===== src/rtl/lsu_rmw_ctrl.sv =====
// Load/store sequencer in front of a word-only data memory: sub-word stores inside
// the data region become a two-cycle read-modify-write; loads are extracted and extended.
module lsu_rmw_ctrl #(
  parameter logic [15:0] DMEM_BASE  = 16'h2000,
  parameter logic [15:0] DMEM_LIMIT = 16'h3FFF,
  parameter int          CNT_W      = 16
) (
  input  logic             i_clk,
  input  logic             i_rst_n,
  input  logic             i_req,
  input  logic             i_wren,
  input  logic [31:0]      i_addr,
  input  logic [31:0]      i_wdata,
  input  logic [2:0]       i_lsu_op,
  output logic [31:0]      o_rdata,
  output logic             o_stall,
  output logic             o_done,
  output logic             o_misaligned,
  output logic [31:0]      o_mem_addr,
  output logic [31:0]      o_mem_wdata,
  output logic             o_mem_wren,
  input  logic [31:0]      i_mem_rdata,
  output logic [CNT_W-1:0] o_rmw_cnt,
  output logic             o_dbg_rmw
);

  // Handshake: i_req is a level request held while o_stall=1; o_done marks the
  // cycle in which the access (or its rejection) completes.
  typedef enum logic {S_IDLE, S_RMW_WR} state_e;

  state_e           state_q, state_d;
  logic [31:0]      addr_q, addr_d;
  logic [31:0]      merge_q, merge_d;
  logic [CNT_W-1:0] cnt_q, cnt_d;

  logic        is_b, is_h, is_w, is_unsigned;
  logic        misaligned, in_region;
  logic [31:0] aligned_addr;
  logic [7:0]  ld_byte;
  logic [15:0] ld_half;
  logic [31:0] ld_ext;
  logic [31:0] merged;

  always_comb begin
    is_b         = (i_lsu_op == 3'b000) || (i_lsu_op == 3'b100);
    is_h         = (i_lsu_op == 3'b001) || (i_lsu_op == 3'b101);
    is_w         = !is_b && !is_h;
    is_unsigned  = i_lsu_op[2];
    aligned_addr = {i_addr[31:2], 2'b00};
    misaligned   = (is_h && i_addr[0]) || (is_w && (i_addr[1:0] != 2'b00));
    in_region    = (i_addr[15:0] >= DMEM_BASE) && (i_addr[15:0] <= DMEM_LIMIT);
  end

  // Lane extraction for loads and lane insertion for the merge word.
  always_comb begin
    ld_byte = 8'h00;
    merged  = i_mem_rdata;
    case (i_addr[1:0])
      2'b00: ld_byte = i_mem_rdata[7:0];
      2'b01: ld_byte = i_mem_rdata[15:8];
      2'b10: ld_byte = i_mem_rdata[23:16];
      default: ld_byte = i_mem_rdata[31:24];
    endcase
    ld_half = i_addr[1] ? i_mem_rdata[31:16] : i_mem_rdata[15:0];
    if (is_b)
      ld_ext = is_unsigned ? {24'h0, ld_byte} : {{24{ld_byte[7]}}, ld_byte};
    else if (is_h)
      ld_ext = is_unsigned ? {16'h0, ld_half} : {{16{ld_half[15]}}, ld_half};
    else
      ld_ext = i_mem_rdata;
    if (is_b) begin
      case (i_addr[1:0])
        2'b00: merged[7:0]   = i_wdata[7:0];
        2'b01: merged[15:8]  = i_wdata[7:0];
        2'b10: merged[23:16] = i_wdata[7:0];
        default: merged[31:24] = i_wdata[7:0];
      endcase
    end else if (i_addr[1]) begin
      merged[31:16] = i_wdata[15:0];
    end else begin
      merged[15:0] = i_wdata[15:0];
    end
  end

  always_comb begin
    state_d      = state_q;
    addr_d       = addr_q;
    merge_d      = merge_q;
    cnt_d        = cnt_q;
    o_rdata      = 32'h0;
    o_stall      = 1'b0;
    o_done       = 1'b0;
    o_misaligned = 1'b0;
    o_mem_addr   = 32'h0;
    o_mem_wdata  = 32'h0;
    o_mem_wren   = 1'b0;
    case (state_q)
      S_IDLE: begin
        if (i_req) begin
          o_mem_addr = aligned_addr;
          if (misaligned) begin
            o_misaligned = 1'b1;
            o_done       = 1'b1;
          end else if (!i_wren) begin
            o_rdata = ld_ext;
            o_done  = 1'b1;
          end else if (is_w || !in_region) begin
            // Peripherals see the raw word, sub-word stores included.
            o_mem_wren  = 1'b1;
            o_mem_wdata = i_wdata;
            o_done      = 1'b1;
          end else begin
            o_stall = 1'b1;
            addr_d  = aligned_addr;
            merge_d = merged;
            state_d = S_RMW_WR;
          end
        end
      end
      S_RMW_WR: begin
        // Committed write: inputs are ignored, the core advances on this edge.
        o_mem_addr  = addr_q;
        o_mem_wdata = merge_q;
        o_mem_wren  = 1'b1;
        o_done      = 1'b1;
        cnt_d       = (&cnt_q) ? cnt_q : cnt_q + {{(CNT_W-1){1'b0}}, 1'b1};
        state_d     = S_IDLE;
      end
      default: state_d = S_IDLE;
    endcase
  end

  always_ff @(posedge i_clk or negedge i_rst_n) begin
    if (!i_rst_n) begin
      state_q <= S_IDLE;
      addr_q  <= 32'h0;
      merge_q <= 32'h0;
      cnt_q   <= '0;
    end else begin
      state_q <= state_d;
      addr_q  <= addr_d;
      merge_q <= merge_d;
      cnt_q   <= cnt_d;
    end
  end

  assign o_rmw_cnt = cnt_q;
  assign o_dbg_rmw = (state_q == S_RMW_WR);

endmodule


===== config.mk =====
export PLATFORM = sky130hd
export DESIGN_NAME = lsu_rmw_ctrl
export DESIGN_NICKNAME = d
export VERILOG_FILES = /design/src/rtl/lsu_rmw_ctrl.sv
export SDC_FILE = /design/constraint.sdc
export NUM_CORES = 1
export LEC_CHECK = 0
export ABC_AREA = 0
export BUFFER_PORTS_ARGS = -buffer_cell sky130_fd_sc_hd__buf_2
export CORE_MARGIN = 2
export CORE_UTILIZATION = 46
export DETAILED_ROUTE_END_ITERATION = 8
export PLACE_DENSITY_LB_ADDON = 0.15
export SLEW_MARGIN = 30
export SYNTH_ARGS = -nofsm -noshare
export SYNTH_HDL_FRONTEND = slang
export SYNTH_SLANG_ARGS = --single-unit

===== constraint.sdc =====
create_clock -name i_clk -period 3.6 [get_ports i_clk]
set_clock_uncertainty 0.15 [all_clocks]
set_input_delay 0.18 -clock i_clk [delete_from_list [all_inputs] [get_ports i_clk]]
set_output_delay 0.18 -clock i_clk [all_outputs]
set_load 0.05 [all_outputs]

==> results.sh, run 1 <==
export IMPL_switchingPower_mw=0.857
export IMPL_status="complete, no violations"
export IMPL_criticalPathCategory="register to primary output"
export IMPL_power_leakage_nw=3.60
export IMPL_cts_setup_buffers=0
export IMPL_startpoint_type="register"
export IMPL_grt_pass1_vias=5084
export IMPL_grt_pass1_wl_mm=26.6
export IMPL_die_y_microns=110
export IMPL_cts_sinks=79
export IMPL_multiInputGateArea_sq_mm=0.00292
export IMPL_synth_edf_count=0
export IMPL_fin_crit_ns=2.99
export IMPL_slowest_stage="dfrtp_2"
export IMPL_core_sq_mm=0.0109
export IMPL_track_usage_pct=26.5
export IMPL_postSynthCellCount=546
export IMPL_io_buffers=217
export IMPL_die_width_microns=110
export IMPL_clkLatencyLatePin_ns=0.33
export IMPL_cp_top_family="simple AND/OR/NAND/NOR gates"
export IMPL_syn_to_final_growth_pct=33.5
export IMPL_synth_seq_area_share_pct=37.9
export IMPL_synth_top_area_share_pct=37.9
export IMPL_setup_tns_ns=0
export IMPL_drtIter0Drc=354
export IMPL_firstDrtPassIters=7
export IMPL_hold_class="primary input to register"
export IMPL_fmax_mhz=335
export IMPL_ant_nets=0
export IMPL_reg2reg_depth=4
export IMPL_synth_async_sr_flop_share_pct=100
export IMPL_power_density_mw_per_mm2=397
export IMPL_reg2reg_slack_ns=1.18
export IMPL_vias=5242
export IMPL_endpoint="o_rdata[15]"
export IMPL_grt_max_degree=50
export IMPL_via_per_inst=5.78
export IMPL_worst_ep_arrival_time_ns=2.66
export IMPL_cp_end_kind="primary output"
export IMPL_initial_utilization_pct=47.7
export IMPL_grt_overflow_total=0
export IMPL_slew_violations=0
export IMPL_ys_warn_count=0
export IMPL_whs_ns=0.0576
export IMPL_fin_ws_ns=0.612
export IMPL_setup_viol=0
export IMPL_preCtsSetupSlack_ns=0.834
export IMPL_cts_htree_levels=3
export IMPL_clock_path_buffers=2
export IMPL_row_count=38
export IMPL_syn_area_sq_mm=0.00522
export IMPL_dp_hpwl_mm=11.8
export IMPL_synth_area_leaders="dfrtp_1, mux2i_1, mux2_2"
export IMPL_reg2reg_to="o_rmw_cnt[14]"
export IMPL_rsz0062_at_grt="no"
export IMPL_wl_mm=16.3
export IMPL_crit_chain="nor2b_2 -> and4b_1 -> nand3_1 -> a221oi_1 -> buf_2"
export IMPL_yosys_area_top_type="dfrtp_1"
export IMPL_cts_tree="done"
export IMPL_pwr_share_clk_pct=37.5
export IMPL_total_power_mw=2.77
export IMPL_tightest_slew_ns=0.758
export IMPL_cp_depth=5
export IMPL_drive_gt1_share_pct=38.6
export IMPL_rr_startpoint="o_dbg_rmw"
export IMPL_seqCellArea_sq_mm=0.00198
export IMPL_synth_top_flop_cell="dfrtp_1"
export IMPL_synth_area_per_cell_sq_um=9.55
export IMPL_cp_startpoint="o_dbg_rmw"
export IMPL_gp_congestion=0.906
export IMPL_slew_headroom_pct=49.5
export IMPL_netlist_top_cells_count="dfrtp_1, mux2i_1, o21ai_0"
export IMPL_seqPwrFrac_pct=38.4
export IMPL_clkTransAtPathRegs_ns=0.06
export IMPL_fillers=958
export IMPL_wl_per_cell_microns=18.0
export IMPL_yosysUniqueCellTypes=56
export IMPL_swShare_pct=31.0
export IMPL_worst_path_max_fanout=25
export IMPL_peakVddDrop_mv=0.272
export IMPL_p_comb_share_pct=24.1
export IMPL_p_int_mw=1.91
export IMPL_synth_most_common_cell="dfrtp_1"
export IMPL_hold_viol=0
export IMPL_required_ns=3.27
export IMPL_nets=868
export IMPL_antenna_found_initial=0
export IMPL_root_buffer="clkbuf_16"
export IMPL_cap_viol_max_count=0
export IMPL_drc=0
export IMPL_ioPinCount=220
export IMPL_slowest_delay_ns=0.63
export IMPL_cts_made_buffers=9
export IMPL_ys_ff_latch=79
export IMPL_path_buf_inv=1
export IMPL_fin_crit_sh_pct=83.0
export IMPL_antenna_cells=0
export IMPL_dieArea_sq_mm=0.0122
-- what timing repair did --
item	CTS	global route
endpoints found under the hold margin	57	0
hold buffers	28	0
resized for setup	0	0
-- power groups by stage --
| stage | clock network, mW | registers, mW | logic, mW |
|---|---|---|---|
| floorplan | 0 | 1.07 | 0.423 |
| global placement | 0 | 1.07 | 0.623 |
| detailed placement | 0 | 1.08 | 0.638 |
| CTS | 1.05 | 1.06 | 0.665 |
| global route | 1.09 | 1.08 | 0.721 |
| finish | 1.04 | 1.06 | 0.668 |
-- worst min-delay path: cells and delay by family --
kind	cells	cell delay (ns)
buf+inv	1	0.11
compound gates	1	0.15
mux	1	0.07
-- worst min-delay path by stage --
stage	startpoint	to	slack [ns]	cells after the start
after global routing	i_wdata[6]	merge_q[22]	0.06	3
after floorplan	i_rst_n	addr_q[10]	-0.27	0
after CTS	i_wdata[6]	merge_q[22]	0.03	3
final	i_mem_rdata[2]	merge_q[2]	0.06	3
after global placement	i_rst_n	o_rmw_cnt[11]	0.25	1
after detailed placement	i_rst_n	o_rmw_cnt[10]	-0.006	1
-- flip-flops by register name, summed over array words and instances, names as in the netlist --
register   flops
addr_q        30
o_dbg_rmw      1
merge_q       32
o_rmw_cnt     16
-- metal layers --
layer  GRT usage, %  vias to the layer above  wire length [microns]
met4           6.75                        0                    338
met3           6.26                       39                   1280
li1               -                     2458                      -
met5              0                        -                      0
met1           35.2                     2499                   6870
met2           43.7                      246                   7840
-- metrics by stage --
| stage | utilization, % | std cells | cell area, sq um |
|---|---|---|---|
| 4_1_cts | 63.7 | 907 | 6960 |
| 3_3_place_gp | 57.8 | 864 | 6320 |
| 6_report | 63.7 | 907 | 6960 |
| 5_1_grt | 63.7 | 907 | 6960 |
| 3_5_place_dp | 58.1 | 865 | 6350 |
| 2_1_floorplan | - | 547 | 5220 |
-- layout by cell type (no fill, tap or decap), types with 8 or more instances in the layout --
master	instances
a22o_1	32
nand2_1	43
inv_1	27
o22ai_1	22
dlygate4sd3_1	28
a221oi_1	8
o21ai_0	45
mux2i_1	47
clkbuf_16	9
dfrtp_1	78
buf_2	216
o2bb2ai_1	10
mux2_2	30
nor2_1	38
a21oi_1	29
-- logic make-up (layout without fill, tap and decap cells) --
family	after synthesis	in the layout	share of synthesized area, %
flip-flops	79	79	37.9
multiplexers	86	86	19.1
XOR/XNOR	7	7	1.18
adder cells (fa/ha/maj)	1	1	0.240
AND/OR/NAND/NOR	128	128	12.8
buffers and inverters	75	295	6.67
other	1	2	0.0719
AO/OA/AOI/OAI	169	169	22.0
-- final cells by class --
type,count,share of cell area [%]
well taps,140,2.52
repair buffers,252,20.9
multi-input cells,393,41.9
clock buffers,9,3.23
clock inverters,5,1.55
flip-flops and latches,79,28.4
inverters,29,1.56
Note: power is estimated with default switching activity, not from simulation.
==> run 2: changes to the inputs <==
--- a/config.mk
+++ b/config.mk
@@ -8,7 +8,7 @@
 export ABC_AREA = 0
 export BUFFER_PORTS_ARGS = -buffer_cell sky130_fd_sc_hd__buf_2
 export CORE_MARGIN = 2
-export CORE_UTILIZATION = 46
+export CORE_UTILIZATION = 44
 export DETAILED_ROUTE_END_ITERATION = 8
 export PLACE_DENSITY_LB_ADDON = 0.15
 export SLEW_MARGIN = 30
==> constraint.sdc (replaced) <==
create_clock -name i_clk -period 2.7 [get_ports i_clk]
set_clock_uncertainty 0.15 [all_clocks]
set_input_delay 0.135 -clock i_clk [delete_from_list [all_inputs] [get_ports i_clk]]
set_output_delay 0.135 -clock i_clk [all_outputs]
set_load 0.05 [all_outputs]
==> run 2 against run 1 <==
  * The run now ends with DRC left
  * Utilization fell by 3.3 points
  * Sequential share of layout area barely moved
  * Sequential power rose by 34%
  * Critical path depth did not move
  * Power rose by 25%
  * Wire length rose by 2.6%
  * Critical endpoint is now o_rdata[22]
  * Cell area fell by 0.13%
  * Hold slack got worse by 0.047 ns
==> results.sh, run 2 (synthesized netlist as in run 1, its figures left out) <==
export IMPL_clock_path_buffers=2
export IMPL_wl_per_cell_microns=18.2
export IMPL_required_ns=2.41
export IMPL_tightest_slew_ns=0.680
export IMPL_stdcell_area_sq_mm=0.00696
export IMPL_fillers=1024
export IMPL_clkTransAtPathRegs_ns=0.07
export IMPL_fin_ws_ns=0.201
export IMPL_cts_made_buffers=9
export IMPL_dieArea_sq_mm=0.0127
export IMPL_dp_hpwl_mm=12.3
export IMPL_cap_viol_max_count=0
export IMPL_vias=5272
export IMPL_hold_class="primary input to register"
export IMPL_die_y_microns=113
export IMPL_largest_reg_flops=32
export IMPL_slowest_delay_ns=0.41
export IMPL_root_buffer="clkbuf_16"
export IMPL_grt_pass1_wl_mm=26.0
export IMPL_grt_max_degree=55
export IMPL_preCtsSetupSlack_ns=0.455
export IMPL_dpl_instance_area_sq_mm=0.00638
export IMPL_ant_nets=0
export IMPL_wl_met2_mm=7.99
export IMPL_initial_utilization_pct=45.3
export IMPL_startpoint_type="register"
export IMPL_cp_depth=5
export IMPL_final_common_cell="buf_2"
export IMPL_hold_viol=0
export IMPL_ioPinCount=220
export IMPL_crit_chain="nor2b_2 -> and4b_1 -> nand4_2 -> a21oi_1 -> buf_2"
export IMPL_nets=877
export IMPL_total_power_mw=3.45
export IMPL_reg2reg_slack_ns=0.57
export IMPL_gp_congestion=0.991
export IMPL_power_leakage_nw=3.59
export IMPL_cp_end_kind="primary output"
export IMPL_cts_htree_levels=3
export IMPL_die_width_microns=113
export IMPL_syn_to_final_growth_pct=33.3
export IMPL_worst_path_max_fanout=16
export IMPL_clkLatencyLatePin_ns=0.34
export IMPL_slew_headroom_pct=54.7
export IMPL_worst_ep_arrival_time_ns=2.21
export IMPL_slowest_stage="dfrtp_2"
export IMPL_setup_tns_ns=0
export IMPL_path_buf_inv=1
export IMPL_wl_met3_mm=1.35
export IMPL_drive_gt1_share_pct=39.1
export IMPL_setup_viol=0
export IMPL_rsz0062_at_grt="no"
export IMPL_failed_checks="DRC"
export IMPL_cts_setup_buffers=0
export IMPL_cts_tree="done"
export IMPL_reg2reg_depth=4
export IMPL_grt_overflow_total=0
export IMPL_drtIter0Drc=425
export IMPL_firstDrtPassIters=7
export IMPL_fin_crit_ns=2.50
export IMPL_slew_violations=0
export IMPL_peakVddDrop_mv=0.359
export IMPL_row_count=39
export IMPL_power_density_mw_per_mm2=496
export IMPL_dr_max_layer_used="met4"
export IMPL_track_usage_pct=25.6
export IMPL_grt_pass1_vias=4910
export IMPL_io_buffers=217
export IMPL_core_sq_mm=0.0115
export IMPL_fmax_mhz=400
export IMPL_hold_depth=3
export IMPL_antenna_cells=0
export IMPL_cts_sinks=79
export IMPL_fin_crit_sh_pct=92.6
export IMPL_cp_top_family="simple AND/OR/NAND/NOR gates"
export IMPL_wl_met1_mm=7.07
export IMPL_wl_mm=16.8
export IMPL_antenna_found_initial=0
export IMPL_status="finished, violations left"
export IMPL_drc=13
export IMPL_via_per_inst=5.72
export IMPL_final_cell_mix="buf_2, dfrtp_1, mux2i_1"
export IMPL_criticalPathCategory="register to primary output"
export IMPL_top_register="merge_q"
[run 2: cell types whose count changed in the layout (fill, tap and decap cells not counted), moves of 2 or more]
cell / previous run / this run
bufinv_16: 3 / 0
clkbuf_1: 0 / 3
clkinvlp_4: 0 / 2
dlygate4sd3_1: 28 / 30
buf_4: 6 / 15
[run 2: final timing paths]
kind	start	end
worst max-delay path	o_dbg_rmw	o_rdata[22]
worst min-delay path	i_mem_rdata[10]	merge_q[10]
worst max register to register	o_dbg_rmw	o_rmw_cnt[15]
worst min register to register	addr_q[13]	addr_q[13]
max in group asynchronous	i_rst_n	merge_q[22]
min in group asynchronous	i_rst_n	o_rmw_cnt[14]
[run 2: layout make-up]
| class | instances | area, sq um | area share, % |
|---|---|---|---|
| Tap cell | 143 | 179 | 2.57 |
| Sequential cell | 79 | 1980 | 28.4 |
| Inverter | 29 | 109 | 1.57 |
| Multi-Input combinational cell | 393 | 2930 | 42.1 |
| Timing Repair Buffer | 261 | 1490 | 21.5 |
| Clock buffer | 13 | 250 | 3.60 |
| Clock inverter | 3 | 20.0 | 0.288 |
[run 2: repair_timing]
action	CTS	global route
endpoints found under the hold margin	81	0
setup endpoints to repair	0	4
resized for setup	0	1
hold buffers	30	0
[run 2: routing by layer]
layer	global-route usage [%]	vias to the layer above
met3	5.25	31
met4	8.37	0
li1	-	2471
met5	0	-
met2	41.2	245
met1	34.9	2525
[run 2: per-stage QoR]
step | utilization (%) | hold slack (ns) | instances
floorplan | - | -0.311 | 547
global placement | 55.4 | 0.0662 | 875
detailed placement | 55.4 | 0.0668 | 875
CTS | 60.4 | 0.00292 | 921
global route | 60.4 | 0.0213 | 921
finish | 60.4 | 0.0109 | 921
[run 2: power breakdown]
| part | switching, mW | total (mW) | internal, mW | leakage [nW] |
|---|---|---|---|---|
| clock network | 0.485 | 1.13 | 0.648 | 0.126 |
| registers | 0.0889 | 1.42 | 1.33 | 1.06 |
| logic | 0.576 | 0.899 | 0.324 | 2.41 |
[run 2: worst min-delay path: stages]
cell and delay [ns]:
buf_2 0.13, o2bb2ai_1 0.12, o21ai_0 0.07
